<file path="src/rtl/mult_lut_seq_pkg.sv">
// mult_lut_seq_pkg: shared state encodings, default width and radix-4 digit codes
package mult_lut_seq_pkg;
  localparam int DEFAULT_WIDTH = 16;
  typedef enum logic [1:0] {ST_IDLE = 2'd0, ST_RUN = 2'd1, ST_DONE = 2'd2} state_e;
  localparam logic [1:0] DIG_X0 = 2'd0;
  localparam logic [1:0] DIG_X1 = 2'd1;
  localparam logic [1:0] DIG_X2 = 2'd2;
  localparam logic [1:0] DIG_X3 = 2'd3;
endpackage

</file>
<file path="src/rtl/mult_lut_digit.sv">
// mult_lut_digit: radix-4 partial product select {0, A, 2A, 3A}
module mult_lut_digit import mult_lut_seq_pkg::*; #(
  parameter int WIDTH = DEFAULT_WIDTH
) (
  input  logic [2*WIDTH-1:0] A,
  input  logic [1:0]         digit,
  output logic [2*WIDTH-1:0] pp
);
  always_comb pp = digit == DIG_X1 ? A :
                   digit == DIG_X2 ? A << 1 :
                   digit == DIG_X3 ? (A << 1) + A : '0;
endmodule

</file>
<file path="src/rtl/mult_lut_seq.sv">
// mult_lut_seq: sequential radix-4 LUT multiplier with early exit; MULT_LUT_SIGNED_EN selects two's complement operands
module mult_lut_seq import mult_lut_seq_pkg::*; #(
  parameter int WIDTH = DEFAULT_WIDTH
) (
  input  logic               Clock,
  input  logic               Reset,
  input  logic               iStart,
  input  logic [WIDTH-1:0]   iDato_A,
  input  logic [WIDTH-1:0]   iDato_B,
  output logic               oBusy,
  output logic               oDone,
  output logic [2*WIDTH-1:0] oResult
);
  state_e state_q, state_d;
  logic [2*WIDTH-1:0] a_q, a_d, acc_q, acc_d, pp;
  logic [WIDTH-1:0] b_q, b_d, mag_a, mag_b;
  logic accept;
  assign accept = iStart && state_q != ST_RUN;
`ifdef MULT_LUT_SIGNED_EN
  logic sign_q, sign_d;
  assign mag_a = iDato_A[WIDTH-1] ? -iDato_A : iDato_A;
  assign mag_b = iDato_B[WIDTH-1] ? -iDato_B : iDato_B;
  assign sign_d = accept ? iDato_A[WIDTH-1] ^ iDato_B[WIDTH-1] : sign_q;
  assign oResult = sign_q ? -acc_q : acc_q;
  always_ff @(posedge Clock)
    sign_q <= Reset ? 1'b0 : sign_d;
`else
  assign mag_a = iDato_A;
  assign mag_b = iDato_B;
  assign oResult = acc_q;
`endif
  mult_lut_digit #(.WIDTH(WIDTH)) u_digit (.A(a_q), .digit(b_q[1:0]), .pp(pp));
  always_comb begin
    state_d = state_q;
    a_d = a_q;
    b_d = b_q;
    acc_d = acc_q;
    if (accept) begin
      state_d = ST_RUN;
      a_d = {{WIDTH{1'b0}}, mag_a};
      b_d = mag_b;
      acc_d = '0;
    end else if (state_q == ST_RUN) begin
      acc_d = acc_q + pp;
      a_d = a_q << 2;
      b_d = b_q >> 2;
      state_d = (b_q >> 2) == '0 ? ST_DONE : ST_RUN;
    end else if (state_q == ST_DONE) begin
      state_d = ST_IDLE;
    end
  end
  always_ff @(posedge Clock) begin
    if (Reset) begin
      state_q <= ST_IDLE;
      a_q <= '0;
      b_q <= '0;
      acc_q <= '0;
    end else begin
      state_q <= state_d;
      a_q <= a_d;
      b_q <= b_d;
      acc_q <= acc_d;
    end
  end
  assign oBusy = state_q == ST_RUN;
  assign oDone = state_q == ST_DONE;
endmodule

</file>
<file path="config.mk">
export PLATFORM = sky130hd
export DESIGN_NAME = mult_lut_seq
export DESIGN_NICKNAME = d
export VERILOG_FILES = /design/src/rtl/mult_lut_seq_pkg.sv /design/src/rtl/mult_lut_digit.sv /design/src/rtl/mult_lut_seq.sv
export SDC_FILE = /design/constraint.sdc
export NUM_CORES = 1
export LEC_CHECK = 0
export CORE_AREA = 2 2 118 97
export CTS_BUF_LIST = sky130_fd_sc_hd__clkbuf_4 sky130_fd_sc_hd__clkbuf_8
export DETAILED_ROUTE_END_ITERATION = 6
export DIE_AREA = 0 0 120 99
export PLACE_DENSITY = 0.85
export SLEW_MARGIN = 20
export SYNTH_ARGS = -nofsm -noshare
export SYNTH_HDL_FRONTEND = slang
export SYNTH_SLANG_ARGS = --single-unit
</file>
<file path="constraint.sdc">
create_clock -name Clock -period 9 [get_ports Clock]
set_clock_uncertainty 0.15 [all_clocks]
set_input_delay 2.25 -clock Clock [delete_from_list [all_inputs] [get_ports Clock]]
set_output_delay 2.25 -clock Clock [all_outputs]
set_load 0.03 [all_outputs]
</file>
After elaboration in Yosys (flattened, before gate mapping) --
Cells that the tools add are included.
Storage, ports and cells: register bits 82, latch bits 0, RAM bits 0, ROM bits 0, input port bits 35, word-level logic and storage cells 31, memories 0
Operators by class: add/subtract/negate cells 2, multipliers 0, div/mod/pow operators 0, magnitude comparators 0, equality and inequality tests 6, shift-type cells 0, muxes and demuxes 11, bitwise operators 0, reduce and logical (&&, ||, !) cells 6
Operators by type and width (count):
- $mux 32 | 3
- $add 32x32->32 | 2
- $mux 16 | 4
- $logic_not 16->1 | 1
- $eq 2x2->1 const B | 3
- $mux 2 | 3
- $eq 2x1->1 const B | 2
- $reduce_bool 2->1 | 2
- $reduce_bool 3->1 | 1
- $ne 2x1->1 const B | 1
- $reduce_or 2->1 | 1
- $logic_and 1x1->1 | 1
- $mux 1 | 1

Longest topological paths before layout --
depth after elaboration 5, gate-level depth with buffers 24

Modules after synthesis --
Synthesis repeated with hierarchy kept, for this count alone.
Second synthesis, totals: cells, all modules 888, area total of the unflattened synthesis 7009.2 um^2
By module, submodules not included:
- mult_lut_seq | instances 1, cells an instance 562, area each 4810.9 um^2, seq. area each 1641.6 um^2
- mult_lut_digit | instances 1, cells an instance 326, area each 2198.4 um^2, seq. area each 0.0 um^2

Worst setup path before layout --
OpenSTA, ideal clock, no wires.
path kind register to register, from register a_q[2], to register acc_q[31], in the netlist oResult[31], arrival time 4846 ps, required time 8778 ps, slack 3932 ps, cell stages (with the launch flop) 24, path buffers 0, clock period less this slack 5068 ps, cells stage by stage dfxtp_1 ha_1 a21o_1 a21oi_1 o21bai_1 a21oi_1 o21ai_0 a2111o_1 a31o_2 a21oi_1 xor2_1 o221ai_1 ha_1 a21o_1 a21o_1 a21oi_1 o221ai_1 a21oi_1 o21ai_0 a31oi_1 o31ai_1 or2_2 mux2i_1 mux2i_1
Between the ends: longest elaborated chain between the ends 5
Ends and longest elaborated chain:
- from (decl) | RTL line mult_lut_seq.sv:15 | logic [2*WIDTH-1:0] a_q, a_d, acc_q, acc_d, pp;
- from (signal assigned) | RTL line mult_lut_seq.sv:55 | a_q <= '0;
- from (signal assigned) | RTL line mult_lut_seq.sv:60 | a_q <= a_d;
- $add 32x32->32 | RTL line mult_lut_digit.sv:11 | digit == DIG_X3 ? (A << 1) + A : '0;
- $mux 32 | RTL line mult_lut_digit.sv:11
- $mux 32 | RTL line mult_lut_digit.sv:10 | digit == DIG_X2 ? A << 1 :
- $mux 32 (*) | RTL line mult_lut_digit.sv:9 | always_comb pp = digit == DIG_X1 ? A :
- $add 32x32->32 (*) | RTL line mult_lut_seq.sv:44 | acc_d = acc_q + pp;
- to (signal assigned) | RTL line mult_lut_seq.sv:57 | acc_q <= '0;
- to (signal assigned) | RTL line mult_lut_seq.sv:62 | acc_q <= acc_d;
- to (decl) | RTL line mult_lut_seq.sv:15
Every way passes the cells marked *; elsewhere a longest branch is shown, timed or not. A chain may end at the register's enable or synchronous reset.

Worst setup path after layout --
from register a_q[2], to register acc_q[29], in the netlist oResult[29]
Same word-level chain as after synthesis.

==> key figures <==
Status
  – Run status: complete, no violations

Yosys
  – Post-synthesis cell count: 849
  – Synthesized flop and latch total: 82
  – Main synth FF type: dfxtp_1
  – Sequential area share after synthesis: between 20% and 30%
  – Top cell type's share of synthesized area: 24.0%
  – Post-synth cell types: 60
  – Mapped cell area: around 0.007 mm²
  – Area contributors post-synth: dfxtp_1, ha_1, mux2i_1
  – Async S/R FF share, synth: 0%
  – Synth warnings: 0
  – Number of synthesized flops with an enable pin: 0
  – Mean area per synthesized cell: a little over 8 µm²
  – Yosys top cell by area: dfxtp_1
  – Syn Nets: around 950

Timing
  – Worst hold slack: 0.341 ns
  – Slew Limit Fails: 0
  – Achievable Freq: around 170 MHz
  – Final min period: 5.99 ns
  – Period Utilization, post-route: 66.6%
  – Fin. Hold Viols: 0
  – Count of final setup violators: 0
  – RSZ-0062 raised after global routing: no
  – Setup TNS: 0 ns
  – Worst slew pin tran: 0.918 ns
  – Slew HR: 38.8%

Power and ir drop
  – Max rail drop VDD: around 0.11 mV
  – PD cells: 113 mW/mm²
  – Lkg Pwr: 3.34 nW
  – Pwr Total: 0.000885 W

Global routing
  – Met1 usage: 43.5%
  – Met3 GRT Util: 6.37%
  – First-pass GRT wire length: 30600 µm
  – Gr busiest metal: met2
  – Vias in the first global route: 6304
  – Largest net degree at the start of global routing: just under 80
  – GRT Total Usage: 31.6%
  – Total global routing overflow: 0
  – Met2 usage: 50.4%
  – Initial antenna violation count: 0

Final layout
  – Inserted Diodes: 0
  – Fin nets: 998
  – Synthesis-to-layout area growth: 14.1%
  – # fillers: roughly 830
  – Fin cells: 1043
  – Layout cell share with drive strength beyond 1: 6.34%

Route
  – WL final: between 15000 and 20000 µm
  – Initial drt markers: 695
  – Vias after detailed routing: between 6000 and 7000
  – Post-route DRC: 0
  – Vias/cell: 6.33
  – Pre-antenna DRT Iters: 5
  – Final ANT Viol Nets: 0
  – DR WL/cell: 17.4 µm

Clock tree
  – CTS sink cnt: 82
  – CTS tree: yes
  – # hold bufs at CTS: 0
  – CTS Buffer Depth: 2
  – Post-cts sizing count: 0
  – Root Buffer: clkbuf_8
  – CTS buffer count: 9
  – Post-CTS Setup Bufs: 0
  – Clk pin slew, worst setup/hold paths: 0.09 ns
  – Htree depth: 3
  – Clock Latency Late Sink: 0.38 ns

Critical path
  – Largest fanout on the critical path: 6
  – Worst setup SP type: register
  – WP buf/inv: 0
  – Most used cell, CP: a21oi_1
  – Cell-by-cell trace of the critical path: ha_1 -> a21o_1 -> a21oi_1 -> o21bai_1 -> a21oi_1 -> o21ai_0 -> a2111o_1 -> a31o_2 -> a21oi_1 -> xor2_1 -> o221ai_1 -> ha_1 -> a21o_1 -> a21o_1 -> a21oi_1 -> o221ai_1 -> a21oi_1 -> o21ai_0 -> a31oi_1 -> nor2_1 -> o21a_1 -> o311ai_0 -> o21ai_0
  – WP data arrival: 6.10 ns
  – WS Path Type: reg -> reg
  – Max incr delay on CP: 0.51 ns
  – Worst setup EP type: register
  – CP Data Required Time: 9.11 ns
  – Critical Path Source: a_q[2]
  – Slowest-stage cell, CP: a2111o_1
  – Top Family by Delay on Critical Path: compound AO/OA/AOI/OAI gates
  – Reg2reg start: a_q[2]

Floorplanning
  – Die ar.: 0.0119 mm²
  – Top Ports: 69
  – Initial Util: between 60% and 70%
  – Core area: 0.0107 mm²
  – Cell Rows: 34
  – Die outline width: 120 µm
  – Die extent in y: 99 µm

Placement
  – GP Congestion: 0.936
  – Placed insts: 1027
  – PortBufs: 68
  – Dpl hpwl: 13500 µm

Min path
  – HP Start: oResult[31]
  – Type of the tightest min-delay check: reg -> reg

Flow run
  – MaxCap Viol Count: 0
[synthesized netlist by cell type, types with 6 or more instances]
cell type / instances
xor2_1: 16
nor2_1: 125
o21bai_1: 13
o221ai_1: 6
nor4_1: 6
a21o_1: 22
inv_1: 26
a31oi_1: 8
nand2_1: 40
dfxtp_1: 82
a211oi_1: 16
nand3_1: 15
mux2i_1: 64
a22o_1: 21
nor3_1: 17
xnor2_1: 36
o21ai_0: 36
clkbuf_1: 35
mux2_2: 18
nor2b_1: 10
a21oi_1: 88
ha_1: 67
[registers in the layout, summed over array words and instances (netlist names)]
signal	flops
b_q	16
a_q	32
state_q	2
oResult	32
[metal layers]
metal	routed length [µm]	share of wire, %
met5	0	0
met4	310	1.7
met3	1550	8.5
met2	7980	44
met1	8350	46
[report_power, final]
part | switching, W | internal (W)
registers | 0.0000184 | 0.000376
logic | 0.000114 | 0.0000842
clock network | 0.000158 | 0.000134
total | 0.000291 | 0.000594
[through the flow]
stage	util (%)	cell area (µm²)	worst slack (ns)
floorplan	-	6850	3.93
global placement	71.2	7600	3.56
detailed placement	71.2	7600	3.19
CTS	73.1	7810	3.12
global route	73.1	7810	2.56
finish	73.1	7810	3.01
[cell families (layout without fill, tap and decap cells)]
kind of cell | Yosys count | in the layout | synth area share (%)
compound gates | 255 | 255 | 24.7
simple gates | 241 | 241 | 15.6
mux | 82 | 82 | 12.3
flops | 82 | 82 | 24.0
fa+ha+maj | 69 | 69 | 12.8
buf+inv | 68 | 118 | 3.98
xor+xnor | 52 | 52 | 6.65
[cell type report]
cell class	instances	area, µm²	share of cell area (%)
multi-input combinational	699	4950	63.3
timing repair buffer	76	736	9.42
tap	144	180	2.31
clock inverter	7	83.8	1.07
inverter	26	97.6	1.25
clock buffer	9	124	1.59
sequential	82	1640	21.0
[worst register-to-register path: cells and delay by family, from the launching register on]
kind,cells,cell delay (ns)
flops,1,0.44
fa+ha+maj,2,0.67
simple gates,1,0.10
compound gates,19,4.32
xor+xnor,1,0.18
[placed cells by master, fill, tap and decap left out, types with 9 or more instances in the layout]
master | Yosys | final
mux2i_1 | 64 | 64
nor2b_1 | 10 | 9
nand3_1 | 15 | 15
a211oi_1 | 16 | 16
clkbuf_8 | 1 | 9
dfxtp_1 | 82 | 82
a22o_1 | 21 | 21
xor2_1 | 16 | 16
clkdlybuf4s50_1 | 0 | 67
o21ai_0 | 36 | 36
xnor2_1 | 36 | 36
mux2_2 | 18 | 18
a21oi_1 | 88 | 88
nor2_1 | 125 | 125
o21bai_1 | 13 | 13
inv_1 | 26 | 26
nand2_1 | 40 | 40
ha_1 | 67 | 66
a21o_1 | 22 | 22
nor3_1 | 17 | 17
[path summary, 6_finish.rpt]
| kind | endpoint | slack, ns | depth (start not counted) |
|---|---|---|---|
| min | oResult[31] | 0.34 | 2 |
| max | oResult[29] | 3.01 | 23 |
| min reg2reg | oResult[31] | 0.34 | 2 |
| max reg2reg | oResult[29] | 3.01 | 23 |
Power figures use the tool's default switching activity.
